File: src/rtl/fifo_dram_pkg.sv
// Shared definitions for the fifo_dram block.
//   DEFAULT_WIDTH / DEFAULT_DEPTH : default data width and entry count
//   DEFAULT_PTR_W / DEFAULT_CNT_W : pointer and occupancy-count widths at the defaults
//   ptr_width()                   : pointer width for an arbitrary power-of-two depth
package fifo_dram_pkg;

  localparam int DEFAULT_WIDTH = 8;
  localparam int DEFAULT_DEPTH = 16;

  // Pointers index DEPTH entries; the count needs one extra bit to represent DEPTH itself.
  function automatic int ptr_width(input int depth);
    return $clog2(depth);
  endfunction

  localparam int DEFAULT_PTR_W = ptr_width(DEFAULT_DEPTH);
  localparam int DEFAULT_CNT_W = DEFAULT_PTR_W + 1;

endpackage

File: src/rtl/fifo_dram_mem.sv
// Storage array for fifo_dram: DEPTH x WIDTH registers, one synchronous write
// port and one synchronous (registered) read port.
//   clk, rst         : clock and synchronous active-high reset (clears read register only)
//   wr_en/wr_addr/wr_data : write port, committed on the rising edge
//   rd_en/rd_addr    : read port; rd_data loads mem[rd_addr] on the edge rd_en is high
//   rd_data          : registered read data, held when rd_en is low
module fifo_dram_mem
  import fifo_dram_pkg::*;
#(
  parameter int WIDTH = DEFAULT_WIDTH,
  parameter int DEPTH = DEFAULT_DEPTH
) (
  input  logic                     clk,
  input  logic                     rst,
  input  logic                     wr_en,
  input  logic [$clog2(DEPTH)-1:0] wr_addr,
  input  logic [WIDTH-1:0]         wr_data,
  input  logic                     rd_en,
  input  logic [$clog2(DEPTH)-1:0] rd_addr,
  output logic [WIDTH-1:0]         rd_data
);

  // Contents are deliberately not reset so the array can map onto RAM primitives.
  logic [WIDTH-1:0] mem_reg [DEPTH];
  logic [WIDTH-1:0] rd_data_reg;

  always_ff @(posedge clk) begin
    if (wr_en) begin
      mem_reg[wr_addr] <= wr_data;
    end
  end

  // Read-before-write: when both ports hit the same entry (FIFO full with a
  // simultaneous read and write) the old word is returned.
  always_ff @(posedge clk) begin
    if (rst) begin
      rd_data_reg <= '0;
    end else if (rd_en) begin
      rd_data_reg <= mem_reg[rd_addr];
    end
  end

  assign rd_data = rd_data_reg;

endmodule

File: src/rtl/fifo_dram.sv
// Synchronous single-clock FIFO with registered read data.
//   clk, rst     : clock and synchronous active-high reset
//   datain/wr_en : write data and write request
//   rd_en        : read request; dataout updates on the edge that accepts the read
//   dataout      : registered read data, held between accepted reads
//   empty_flag, full_flag : occupancy flags decoded from the registered count
//   count        : number of stored entries (0..DEPTH)
//   overflow, underflow   : one-cycle pulses after a rejected write / read
// DEPTH must be a power of two and at least 2 so pointers wrap naturally.
module fifo_dram
  import fifo_dram_pkg::*;
#(
  parameter int WIDTH = DEFAULT_WIDTH,
  parameter int DEPTH = DEFAULT_DEPTH
) (
  input  logic                   clk,
  input  logic                   rst,
  input  logic [WIDTH-1:0]       datain,
  input  logic                   wr_en,
  input  logic                   rd_en,
  output logic [WIDTH-1:0]       dataout,
  output logic                   empty_flag,
  output logic                   full_flag,
  output logic [$clog2(DEPTH):0] count,
  output logic                   overflow,
  output logic                   underflow
);

  localparam int PTR_W = ptr_width(DEPTH);
  localparam int CNT_W = PTR_W + 1;

  logic [PTR_W-1:0] wr_ptr_reg, wr_ptr_next;
  logic [PTR_W-1:0] rd_ptr_reg, rd_ptr_next;
  logic [CNT_W-1:0] count_reg, count_next;
  logic             overflow_reg, overflow_next;
  logic             underflow_reg, underflow_next;
  logic             rd_accept;
  logic             wr_accept;
  logic             is_empty;
  logic             is_full;

  assign is_empty = (count_reg == '0);
  assign is_full  = (count_reg == CNT_W'(DEPTH));

  // A read frees a slot in the same edge, so a full FIFO can still take a
  // write when it is also being read. An empty FIFO never bypasses.
  assign rd_accept = rd_en && !is_empty;
  assign wr_accept = wr_en && (!is_full || rd_accept);

  always_comb begin
    wr_ptr_next    = wr_ptr_reg;
    rd_ptr_next    = rd_ptr_reg;
    count_next     = count_reg;
    overflow_next  = wr_en && !wr_accept;
    underflow_next = rd_en && !rd_accept;

    // Pointer width equals log2(DEPTH), so increment wraps DEPTH-1 -> 0.
    if (wr_accept) begin
      wr_ptr_next = wr_ptr_reg + PTR_W'(1);
    end
    if (rd_accept) begin
      rd_ptr_next = rd_ptr_reg + PTR_W'(1);
    end

    unique case ({wr_accept, rd_accept})
      2'b10:   count_next = count_reg + CNT_W'(1);
      2'b01:   count_next = count_reg - CNT_W'(1);
      default: count_next = count_reg;
    endcase
  end

  always_ff @(posedge clk) begin
    if (rst) begin
      wr_ptr_reg    <= '0;
      rd_ptr_reg    <= '0;
      count_reg     <= '0;
      overflow_reg  <= 1'b0;
      underflow_reg <= 1'b0;
    end else begin
      wr_ptr_reg    <= wr_ptr_next;
      rd_ptr_reg    <= rd_ptr_next;
      count_reg     <= count_next;
      overflow_reg  <= overflow_next;
      underflow_reg <= underflow_next;
    end
  end

  // Memory writes are gated off during reset so a reset cycle never disturbs storage.
  fifo_dram_mem #(
    .WIDTH (WIDTH),
    .DEPTH (DEPTH)
  ) u_mem (
    .clk     (clk),
    .rst     (rst),
    .wr_en   (wr_accept && !rst),
    .wr_addr (wr_ptr_reg),
    .wr_data (datain),
    .rd_en   (rd_accept && !rst),
    .rd_addr (rd_ptr_reg),
    .rd_data (dataout)
  );

  assign empty_flag = is_empty;
  assign full_flag  = is_full;
  assign count      = count_reg;
  assign overflow   = overflow_reg;
  assign underflow  = underflow_reg;

endmodule

File: config.mk
export PLATFORM = sky130hd
export DESIGN_NAME = fifo_dram
export DESIGN_NICKNAME = d
export VERILOG_FILES = /design/src/rtl/fifo_dram_pkg.sv /design/src/rtl/fifo_dram_mem.sv /design/src/rtl/fifo_dram.sv
export SDC_FILE = /design/constraint.sdc
export NUM_CORES = 1
export LEC_CHECK = 0
export ABC_CLOCK_PERIOD_IN_PS = 2600
export BUFFER_PORTS_ARGS = -buffer_cell sky130_fd_sc_hd__buf_2
export CORE_UTILIZATION = 40
export DETAILED_ROUTE_END_ITERATION = 12
export GPL_TIMING_DRIVEN = 0
export PLACE_DENSITY_LB_ADDON = 0.15
export SLEW_MARGIN = 20
export SYNTH_ARGS = -nofsm -noshare
export SYNTH_HDL_FRONTEND = slang
export SYNTH_SLANG_ARGS = --single-unit
File: constraint.sdc
create_clock -name clk -period 2.6 [get_ports clk]
set_clock_uncertainty 0.1 [all_clocks]
set_input_delay 0.26 -clock clk [delete_from_list [all_inputs] [get_ports clk]]
set_output_delay 0.26 -clock clk [all_outputs]
set_load 0.01 [all_outputs]
==> metrics.md <==
| Metric | Value |
|---|---|
| Drt drc | 0 |
| Buffers added on ports | 26 |
| Slew Limit Headroom | 0.332 |
| FMAX | slightly below 0.4 GHz |
| Worst r2r path cells | 9 |
| Final GP Congestion | between 0.7 and 0.8 |
| Final setup vio count | 0 |
| Tmin final | 2.52 ns |
| Max reg flops | 128 |
| FF+latch count, synth | between 150 and 200 |
| Setup crit start | count[0]$_SDFFE_PP0P_ |
| Worst Setup End Kind | register |
| Starting DRT DRC Count | between 200 and 300 |
| FF-to-FF setup slack | between 0.08 and 0.09 ns |
| Final Slew Violations | 0 |
| Critical Path End | count[4]$_SDFFE_PP0P_ |
| Post-route cell area | between 7000 and 8000 µm² |
| CP Class | register to register |
| Sequential power share | 0.425 |
| Max Cap Viol | 0 |
| Dpl cell area | 6580 µm² |
| Worst Tran Pin Value | 0.998 ns |
| Fillers | about 1200 |
| Power Internal | ~5.0 mW |
| Post-layout net count | between 400 and 500 |
| Synth Cell Area | between 6000 and 7000 µm² |
| Power share of the clock group | 0.367 |
| Antenna violations before repair | 0 |
| Ant diodes | 0 |
| CTS tree | done |
| Pin count of the biggest net entering global routing | 17 |
| Post-synth top area share | 0.625 |
| CP peak stage delay | approximately 0.57 ns |
| # IOs | 29 |
| Mapped Avg Cell Area | around 16 µm² |
| Period utilization | 0.967 |
| Gr usage total | 0.182 |
| Avg WL per Cell | about 21 µm |
| Unrepaired setup endpoints after global routing | false |
| Status | finished clean |
| Starting Density | 0.417 |
| Worst-Skew Late Latency | between 0.4 and 0.5 ns |
| Overall Power | 6.78 mW |
| CTS Sinks | about 150 |
| Net Sw Power | 1.81 mW |
| Ys async rst share | 0 |
| Post-DP HPWL | ~8.5 mm |
| Sequential share of the synthesized area | 0.700 |
| RR Startpoint | count[0]$_SDFFE_PP0P_ |
| Leading cell type by number of instances after synthesis | edfxtp_1 |
| Post-synth net total | 400 |
| WL final | between 10 and 15 mm |
| Top_reg_cell synth | edfxtp_1 |
| CTS Buffer Depth | 2 |
| Num CTS Buffers | 17 |
| Startpoint types | register |
| Total negative slack | 0 ns |
| Vias | 3380 |
| Post-Synthesis Cells | approximately 380 |
| Pre-antenna DRT Iters | 5 |
| Crit path buf inv count | 1 |
| Net switching fraction of the power | 0.266 |
| Critical path required time | 2.82 ns |
| Critical Path AT | 2.74 ns |
| Layout cell share with drive strength beyond 1 | 0.266 |
| Total number of yosys warnings | 0 |
| Area leader, netlist | edfxtp_1 |
| Worst path top cell family by delay | simple AND/OR/NAND/NOR gates |
| Synth area leaders | edfxtp_1 (63%), dfxtp_1 (7.5%), mux2i_1 (5.9%) |
| Core box area | about 15000 µm² |
| First-pass GRT wire length | slightly above 20 mm |
| CP Cell Sequence | or4_4 > o21ai_4 > buf_8 > nor2_4 > ha_4 > nand2b_4 > a21oi_4 > mux2_4 > a221oi_2 |
| Slowest cell on crit path | or4_4 |
| Commonest cells in the netlist | edfxtp_1 (128), mux2i_1 (36), nor2_1 (35) |
| # rows | between 40 and 50 |
| Routed Antenna Nets | 0 |
| Area delta synth->final | 17.9% |
| H-tree levels | 4 |
| Hold Violations, Final | 0 |
| Chip width | about 130 µm |
| Post-synth cell types | 48 |
| Total congestion overflow | 0 |
| Maximum vdd drop | 0.000496 V |
| Die height | about 130 µm |
| Clock root cell | clkbuf_16 |
| Hold Buf Count CTS | 0 |
| Fin util | 0.491 |
| Crit-path max FO | 6 |
| Levels on crit path | 9 |
| Vias per cell | ~5.4 |
| Number of global-route vias before repair | between 3000 and 4000 |
| Die footprint | around 16000 µm² |
| Number of synthesized flops with an enable pin | 128 |
| Reg-to-Reg End | count[4]$_SDFFE_PP0P_ |
| Power Density | 935 nW/µm² |
| Hold Crit Class | input port to register |
| P_leak | 2.38 nW |
| Logic pwr share | 0.209 |
| Clk slew on worst S/H paths | about 0.060 ns |
through the flow:
step	cells	hold WS (ns)	worst slack, ns
after floorplan	379	0.259	-0.0880
after global placement	589	0.387	-0.410
after detailed placement	591	0.381	-0.343
after CTS	627	0.0843	0.000571
after global routing	627	0.0969	0.00952
final	627	0.0955	0.0847
cell type report:
class                           count  area [µm²]  area share
Buffer                             19        97.6      0.0135
Inverter                            7        26.3     0.00362
Clock buffer                       23         478      0.0659
Timing Repair Buffer               33         183      0.0252
Multi-Input combinational cell    201        1800       0.248
Tap cell                          184         230      0.0318
Sequential cell                   151        4310       0.595
Clock inverter                      9         124      0.0171
repair_timing:
item                       CTS  global route
pin swaps                    4             1
setup buffers                5             0
setup endpoints to repair    2             1
gates resized for setup      4             4
cells in the final DEF, fill, tap and decap left out, drive strengths merged, types with 2 or more instances in the layout:
master,netlist,layout
a211oi,3,3
a21oi,3,3
a22o,5,5
a22oi,3,3
a31oi,2,2
and3,2,2
buf,15,47
bufinv,0,3
clkbuf,5,28
clkinv,0,4
clkinvlp,0,2
dfxtp,23,23
edfxtp,128,128
ha,8,8
inv,7,7
mux2,4,4
mux2i,36,36
mux4,16,16
nand2,8,8
nand2b,9,9
nand3,2,2
nor2,36,36
nor2b,3,3
nor3,13,13
nor4,6,6
o211ai,3,3
o21ai,3,3
o22ai,16,16
or3,2,2
xnor2,2,2
xor2,4,4
worst register-to-register path, delay by kind of cell, from the launching register on:
family                   cells  cell delay (ns)
AO/OA/AOI/OAI                3             0.54
adder cells (fa/ha/maj)      1             0.31
buffers and inverters        1             0.12
flip-flops                   1             0.35
multiplexers                 1             0.32
AND/OR/NAND/NOR              3             0.68
logic make-up after synthesis:
family / after synthesis / synth area share
multiplexers: 56 / 0.125
flip-flops: 151 / 0.700
adder cells (fa/ha/maj): 9 / 0.0195
buffers and inverters: 27 / 0.0214
XOR/XNOR: 6 / 0.00855
AND/OR/NAND/NOR: 86 / 0.0708
AO/OA/AOI/OAI: 44 / 0.0553
worst min path at each step:
| stage | from | end | cells past startpoint |
|---|---|---|---|
| floorplan | datain[0] | u_mem.mem_reg[0][0]$_DFFE_PP_ | 0 |
| global placement | u_mem.rd_data[7]$_SDFFE_PP0P_ | u_mem.rd_data[7]$_SDFFE_PP0P_ | 2 |
| detailed placement | u_mem.rd_data[0]$_SDFFE_PP0P_ | u_mem.rd_data[0]$_SDFFE_PP0P_ | 2 |
| CTS | rd_en | underflow$_SDFF_PP0_ | 2 |
| global route | rd_en | underflow$_SDFF_PP0_ | 2 |
| finish | rd_en | underflow$_SDFF_PP0_ | 2 |
power by group through the flow:
stage          clock (mW)  sequential [mW]  combinational (mW)
3_3_place_gp            0             2.92                1.33
5_1_grt              2.62             2.89                1.56
6_report             2.48             2.88                1.41
4_1_cts              2.52             2.88                1.40
3_5_place_dp            0             2.92                1.36
2_1_floorplan           0             2.95               0.915
metal layers:
layer | track usage | vias to the layer above | part of all wire
met1 | 0.242 | 1726 | 0.44
met5 | 0 | - | 0
met4 | 0.0560 | 0 | 0.012
met2 | 0.296 | 69 | 0.50
met3 | 0.0438 | 13 | 0.051
li1 | - | 1572 | -
(Power assumes the default switching activity.)
